### src/rtl/sipo_desern_if.sv
// Serial-in / parallel-out deserialiser bus: serial side driven by the source,
// parallel word and status returned to the consumer.
interface sipo_desern_if #(
    parameter int N = 8
);
    localparam int CW = $clog2(N + 1);

    logic          START;
    logic          SIN;
    logic          SVALID;
    logic [N-1:0]  POUT;
    logic          LOAD;
    logic          BUSY;
    logic [CW-1:0] COUNT;
    logic          ERR;

    modport master (
        output START, SIN, SVALID,
        input  POUT, LOAD, BUSY, COUNT, ERR
    );

    modport slave (
        input  START, SIN, SVALID,
        output POUT, LOAD, BUSY, COUNT, ERR
    );
endinterface

### src/rtl/sipo_desern.sv
// N-bit deserialiser: gathers N qualified serial bits and presents the word on
// POUT with a one-cycle LOAD strobe that feeds a downstream PIPO enable.
module sipo_desern #(
    parameter int N         = 8,
    parameter bit LSB_FIRST = 1'b1
) (
    input  logic         CLK,
    input  logic         n_res,
    sipo_desern_if.slave bus
);
    localparam int CW = $clog2(N + 1);

    typedef enum logic {IDLE, SHIFT} state_t;

    state_t        state, state_nxt;
    logic [N-1:0]  sr, sr_nxt;
    logic [N-1:0]  pout_q, pout_nxt;
    logic [CW-1:0] cnt, cnt_nxt;
    logic          load_q, load_nxt;
    logic          err_q, err_nxt;
    logic          last, done;

    function automatic logic [N-1:0] shift_in(input logic [N-1:0] v, input logic b);
        if (LSB_FIRST) shift_in = {b, v[N-1:1]};
        else           shift_in = {v[N-2:0], b};
    endfunction

    assign last = (cnt == CW'(N - 1));
    assign done = (state == SHIFT) && bus.SVALID && last;

    always_ff @(posedge CLK or negedge n_res) begin
        if (!n_res) begin
            state  <= IDLE;
            sr     <= '0;
            pout_q <= '0;
            cnt    <= '0;
            load_q <= 1'b0;
            err_q  <= 1'b0;
        end else begin
            state  <= state_nxt;
            sr     <= sr_nxt;
            pout_q <= pout_nxt;
            cnt    <= cnt_nxt;
            load_q <= load_nxt;
            err_q  <= err_nxt;
        end
    end

    // A START on the completing bit keeps us in SHIFT for the next frame.
    always_comb begin
        state_nxt = state;
        case (state)
            IDLE:    if (bus.START) state_nxt = SHIFT;
            SHIFT:   if (done && !bus.START) state_nxt = IDLE;
            default: state_nxt = IDLE;
        endcase
    end

    // Completion has priority over START, so the completing bit is never an abort.
    always_comb begin
        sr_nxt   = sr;
        cnt_nxt  = cnt;
        pout_nxt = pout_q;
        load_nxt = 1'b0;
        err_nxt  = err_q;
        if (done) begin
            pout_nxt = shift_in(sr, bus.SIN);
            load_nxt = 1'b1;
            sr_nxt   = '0;
            cnt_nxt  = '0;
        end else if (bus.START) begin
            err_nxt = err_q | (state == SHIFT);
            sr_nxt  = bus.SVALID ? shift_in({N{1'b0}}, bus.SIN) : {N{1'b0}};
            cnt_nxt = bus.SVALID ? CW'(1) : CW'(0);
        end else if ((state == SHIFT) && bus.SVALID) begin
            sr_nxt  = shift_in(sr, bus.SIN);
            cnt_nxt = cnt + CW'(1);
        end
    end

    assign bus.POUT  = pout_q;
    assign bus.LOAD  = load_q;
    assign bus.BUSY  = (state == SHIFT);
    assign bus.COUNT = cnt;
    assign bus.ERR   = err_q;
endmodule

### src/flat_wrapper.sv
// flat-port wrapper written by rule: the top's interface ports become plain ports
module sipo_desern_flat 
#(
    parameter int N         = 8,
    parameter bit LSB_FIRST = 1'b1
)
  (CLK, n_res, bus_START, bus_SIN, bus_SVALID, bus_POUT, bus_LOAD, bus_BUSY, bus_COUNT, bus_ERR);
  sipo_desern_if #(.N(N)) bus_i ();
  input  logic CLK;
  input  logic n_res;
  input wire logic [$bits(bus_i.START)-1:0] bus_START;
  input wire logic [$bits(bus_i.SIN)-1:0] bus_SIN;
  input wire logic [$bits(bus_i.SVALID)-1:0] bus_SVALID;
  output wire logic [$bits(bus_i.POUT)-1:0] bus_POUT;
  output wire logic [$bits(bus_i.LOAD)-1:0] bus_LOAD;
  output wire logic [$bits(bus_i.BUSY)-1:0] bus_BUSY;
  output wire logic [$bits(bus_i.COUNT)-1:0] bus_COUNT;
  output wire logic [$bits(bus_i.ERR)-1:0] bus_ERR;
  assign bus_i.START = bus_START;
  assign bus_i.SIN = bus_SIN;
  assign bus_i.SVALID = bus_SVALID;
  assign bus_POUT = bus_i.POUT;
  assign bus_LOAD = bus_i.LOAD;
  assign bus_BUSY = bus_i.BUSY;
  assign bus_COUNT = bus_i.COUNT;
  assign bus_ERR = bus_i.ERR;
  sipo_desern #(.N(N), .LSB_FIRST(LSB_FIRST)) u_core (.CLK(CLK), .n_res(n_res), .bus(bus_i));
endmodule
### config.mk
export PLATFORM = sky130hd
export DESIGN_NAME = sipo_desern_flat
export DESIGN_NICKNAME = d
export VERILOG_FILES = /design/src/rtl/sipo_desern_if.sv /design/src/rtl/sipo_desern.sv /design/src/flat_wrapper.sv
export SDC_FILE = /design/constraint.sdc
export NUM_CORES = 1
export LEC_CHECK = 0
export ABC_AREA = 1
export BUFFER_PORTS_ARGS = -buffer_cell sky130_fd_sc_hd__buf_2
export CAP_MARGIN = 40
export CELL_PAD_IN_SITES_DETAIL_PLACEMENT = 1
export CELL_PAD_IN_SITES_GLOBAL_PLACEMENT = 1
export CORE_MARGIN = 2
export CORE_UTILIZATION = 44
export CTS_BUF_LIST = sky130_fd_sc_hd__clkbuf_4
export DETAILED_ROUTE_END_ITERATION = 8
export GPL_TIMING_DRIVEN = 1
export PLACE_DENSITY = 0.87
export SLEW_MARGIN = 20
export SYNTH_ARGS = -nofsm -noshare
export SYNTH_HDL_FRONTEND = slang
export SYNTH_SLANG_ARGS = --single-unit
### constraint.sdc
create_clock -name CLK -period 3.7 [get_ports CLK]
set_input_delay 0.37 -clock CLK [delete_from_list [all_inputs] [get_ports CLK]]
set_output_delay 0.37 -clock CLK [all_outputs]
set_load 0.01 [all_outputs]
# --- Word-level counts from Yosys, hierarchy flattened ---
# Index checks and enable logic that the tools add are counted.
# W data, S select, Z words.
classes:
  add_sub_neg: 1
  n_eq_ne: 1
  mux: 12
  bitwise: 3
  n_reduce_logical: 6
ops:
  columns: ["operator", "n"]
  rows:
  - ["$mux W8", 4]
  - ["$mux W4", 3]
  - ["$add A4 B1 Y4 const B", 1]
  - ["$eq A4 B3 Y1 const B", 1]
  - ["$mux W1", 4]
  - ["$logic_and A1 B1 Y1", 3]
  - ["$reduce_bool A3 Y1", 1]
  - ["$not A1 Y1", 2]
  - ["$pmux W1 S2", 1]
  - ["$reduce_and A2 Y1", 1]
  - ["$logic_not A1 Y1", 1]
  - ["$or A1 B1 Y1", 1]
totals:
  register_bits: 23
  in_bits: 5
  output_inout_bits: 15

# --- Depth between registers and ports, before layout ---
logic_depth:
  word_depth: 5
  mapped_depth: 7
  ltp_nobuf: 7

# --- Worst setup path before layout ---
# Ideal clock, no wire load.
synth_path:
  kind: "register to register"
  from: "register u_core.cnt[0] (netlist: u_core.bus.COUNT[0])"
  to: "register u_core.err_q (netlist: u_core.bus.ERR)"
  setup_ns: 0.118
  arrival_time_ns: 1.176
  required_ns: 3.582
  setup_slack_ns: 2.406
  stages_incl_launch_ff: 8
  n_path_buf: 1
  synth_period_minus_slack_ns: 1.294
  path_cell_list: "dfrtp_1 -> ha_1 -> nand2_1 -> nor2_2 -> nand2_4 -> buf_6 -> nand3_1 -> nand2_1"
synth_via:
  elab_chain_cells: 4
synth_rtl:
  columns: ["item", "line_no", "rtl"]
  rows:
  - ["from (decl)", "sipo_desern.sv:18", "logic [CW-1:0] cnt, cnt_nxt;"]
  - ["from (signal assigned)", "sipo_desern.sv:43", "cnt <= cnt_nxt;"]
  - ["$eq A4 B3 Y1", "sipo_desern.sv:28", "assign last = (cnt == CW'(N - 1));"]
  - ["$logic_and A1 B1 Y1", "sipo_desern.sv:29", "assign done = (state == SHIFT) && bus.SVALID && last;"]
  - ["$not A1 Y1 (no line)", null, null]
  - ["$reduce_and A2 Y1 (no line)", null, null]
  - ["to (signal assigned)", "sipo_desern.sv:45", "err_q <= err_nxt;"]
  - ["to (decl)", "sipo_desern.sv:20", "logic err_q, err_nxt;"]
# No other way between the ends.
# A chain may end at the register's enable or synchronous reset.

# --- Worst setup path in the final report ---
layout_path:
  from: "register u_core.cnt[0] (netlist: u_core.bus.COUNT[0])"
  to: "register u_core.state (netlist: u_core.bus.BUSY)"
layout_via:
  elab_chain_cells: 5
layout_rtl:
  columns: ["item", "line_no", "rtl"]
  rows:
  - ["$eq A4 B3 Y1", "sipo_desern.sv:28", null]
  - ["$logic_and A1 B1 Y1", "sipo_desern.sv:29", null]
  - ["via u_core.done", "sipo_desern.sv:21", "logic last, done;"]
  - ["$logic_and A1 B1 Y1", "sipo_desern.sv:54", "SHIFT: if (done && !bus.START) state_nxt = IDLE;"]
  - ["$mux W1", "sipo_desern.sv:54", null]
  - ["$pmux W1 S2", "sipo_desern.sv:52", "case (state)"]
  - ["via u_core.state_nxt", "sipo_desern.sv:15", "state_t state, state_nxt;"]
  - ["to (signal assigned)", "sipo_desern.sv:40", "state <= state_nxt;"]
  - ["to (decl)", "sipo_desern.sv:15", null]
# The timed path passes the listed nets, and every way through them passes these cells.

==> reports/qor.yml <==
global_route:
  antenna_found_initial: 0
  grt_max_degree: 23
  grt-ovfl-total: 0
  grt_first_pass_wirelength_um: 3429
  track_usage_pct: 18.16
  grt_pass1_vias: 750
power_and_ir_drop:
  power.switching_mw: 0.09776
  power.share.switching_pct: 24.79
  comb_power_share_pct: 8.3
  irDropWorstVdd_uv: 192.7
  clkPwrFrac_pct: 27.7
  power.leakage_nw: 0.5639
  power.density_nw_per_um2: 372.1
  internal-power_mw: 0.2966
  p_seq_share_pct: 64.0
timing:
  fin_crit_ns: 1.379
  final-hold-violation-count: 0
  clock_skew_ns: 0.003931
  timing.setup.tns_ns: 0
  rsz0062_at_grt: "no"
  finalCritPeriodShare_pct: 37.26
  setup_violations: 0
  fmax_ghz: 0.7254
  final-max-slew-violation-count: 0
  worstMarginPinSlew_ns: 0.4777
  postLayoutSetupSlackWorst_ns: 2.321
  slew-limit-headroom_pct: 68.15
setup_path:
  required_ns: 3.93
  cp-endpoint: "u_core.bus.BUSY"
  ff2ff_path_depth: 6
  path_class: "reg -> reg"
  worst-path-max-fanout: 19
  r2r-end: "u_core.bus.BUSY"
  r2r_slack_ns: 2.32
  startpoint_type: "flip-flop"
  r2r-start: "u_core.bus.COUNT[0]"
  cp-end-kind: "flip-flop"
  cp.arrival_ns: 1.60
  startpoint: "u_core.bus.COUNT[0]"
clock_tree:
  root_buffer: "clkbuf_4"
  htreeDepth: 1
  numCtsBuffers: 3
  clock_sinks: 22
  cts.clk_slew.worst_paths_ns: 0.12
  postCtsSetupBuffers: 0
  tritoncts: "done"
  holdBufCountCts: 0
  clk_path_buf_depth: 2
  insertion_delay_ns: 0.30
  ctsResizeCount: 0
finish:
  seq_area_um2: 550.5
  diodes: 0
  drive_gt1_share_pct: 25.21
  area_delta_synth_final_pct: 15.71
  fin_nets: 126
  multi_input_area_um2: 297.8
  fillers: 261
placed_design:
  hpwl_um: 1363
  gp_congestion: 0.7253
  post-place-ws_ns: 2.347
  portBuffers: 19
synthesis:
  synth_seq_area_share_pct: 60.11
  yosysWarnings: 0
  syn_inst: 97
  ys_ff_latch: 22
  synth_area_per_cell_um2: 9.442
  synth_cell_type_count: 14
  syn_area_um2: 915.9
  syn_nets: 103
die:
  die_y_um: 49.63
  pin_count: 20
  die_w_um: 49.63
  dieArea_um2: 2463
  core_um2: 1962
  rows: 16
  initial_utilization_pct: 46.68
routing:
  final_antenna_net_count: 0
  viasPerCell: 4.986
  drt_wl_total_um: 1895
  num_vias: 728
  drt_iter0_markers: 13
  dr.pass1.iters: 4
  drt-wirelength-per-cell_um: 12.98
  drc_errors: 0
worst_hold_path:
  hp-class: "in -> async"
outcome:
  outcome: "finished, final reports clean"
flow_run:
  maxCapViolCount: 0
-- final cells by class --
class                           instances  share of cell area (%)
Tap cell                               27                   3.188
Clock buffer                            3                   2.125
Clock inverter                          1                  0.3542
Sequential cell                        22                   51.95
Inverter                               15                   5.313
Multi-Input combinational cell         59                   28.10
Timing Repair Buffer                   19                   8.973
-- critical path, stage by stage (launching register included) --
cell and delay, ns:
dfrtp_1 0.45, ha_1 0.25, nand2_1 0.10, nor2_2 0.05, nand2_4 0.20, inv_1 0.10
o21ai_0 0.16
-- how the worst min path moves through the flow --
stage | start | end | cells past startpoint
6_report | n_res | u_core.bus.POUT[0] | 1
5_1_grt | n_res | u_core.bus.COUNT[2] | 1
4_1_cts | n_res | u_core.bus.COUNT[2] | 1
3_5_place_dp | n_res | u_core.bus.ERR | 1
3_3_place_gp | n_res | u_core.bus.COUNT[2] | 1
2_1_floorplan | n_res | u_core.bus.BUSY | 0
-- registers in the layout, summed over array words and instances, names as in the netlist --
| signal | count |
|---|---|
| u_core.bus.BUSY | 1 |
| u_core.bus.COUNT | 4 |
| u_core.bus.LOAD | 1 |
| u_core.sr | 7 |
| u_core.bus.POUT | 8 |
| u_core.bus.ERR | 1 |
-- power groups by stage --
stage | combinational, mW | sequential [mW] | clock (mW)
global route | 0.0378 | 0.254 | 0.122
detailed placement | 0.0332 | 0.257 | 0
CTS | 0.0338 | 0.253 | 0.115
floorplan | 0.0147 | 0.258 | 0
global placement | 0.0325 | 0.256 | 0
finish | 0.0328 | 0.252 | 0.109
-- per-layer routing --
layer | vias up | track usage [%] | routed length, um
li1 | 354 | - | -
met1 | 363 | 23.02 | 834
met2 | 11 | 31.11 | 1002
met3 | 0 | 3.333 | 58
met4 | 0 | 6.019 | 0
met5 | - | 0 | 0
-- stage by stage --
stage          instance area (um^2)  total power [mW]  hold slack, ns  cells  util [%]
6_report                       1060            0.3943        0.007318    146     54.02
5_1_grt                        1060            0.4135         0.03085    146     54.02
4_1_cts                        1060            0.4011         0.01671    146     54.02
3_5_place_dp                   1033            0.2903          0.3583    142     52.68
3_3_place_gp                   1033            0.2890          0.3607    142     52.68
2_1_floorplan                 915.9            0.2730         0.07441     97         -
-- cells in the final DEF, fill, tap and decap left out --
master / netlist / routed
o21ai_2: 6 / 6
buf_2: 0 / 19
o21ai_0: 12 / 12
nand4_1: 1 / 1
nor2_1: 1 / 1
nand2_1: 28 / 28
inv_1: 14 / 14
nor2_2: 1 / 1
dfrtp_1: 22 / 22
clkbuf_4: 0 / 3
clkinv_1: 1 / 2
a21oi_1: 2 / 2
nand3_1: 6 / 6
ha_1: 1 / 1
nand2_4: 1 / 1
-- synthesized netlist by cell type --
| master | count | share of area, % |
|---|---|---|
| nand4_1 | 1 | 0.68 |
| o21ai_2 | 6 | 5.7 |
| o21ai_0 | 12 | 6.6 |
| nor2_2 | 1 | 0.68 |
| inv_1 | 14 | 5.7 |
| nand2_1 | 28 | 11 |
| ha_1 | 1 | 1.4 |
| nand3_1 | 6 | 3.3 |
| nand2_4 | 1 | 1.2 |
| buf_6 | 1 | 1.2 |
| nor2_1 | 1 | 0.41 |
| a21oi_1 | 2 | 1.1 |
| dfrtp_1 | 22 | 60 |
| clkinv_1 | 1 | 0.41 |
-- cells by family after synthesis --
logic type	after synthesis	synth area share, %
adder cells (fa/ha/maj)	1	1.366
AO/OA/AOI/OAI	20	13.39
flip-flops	22	60.11
AND/OR/NAND/NOR	38	17.76
buffers and inverters	16	7.377
Note: power is estimated with default switching activity, not from simulation.
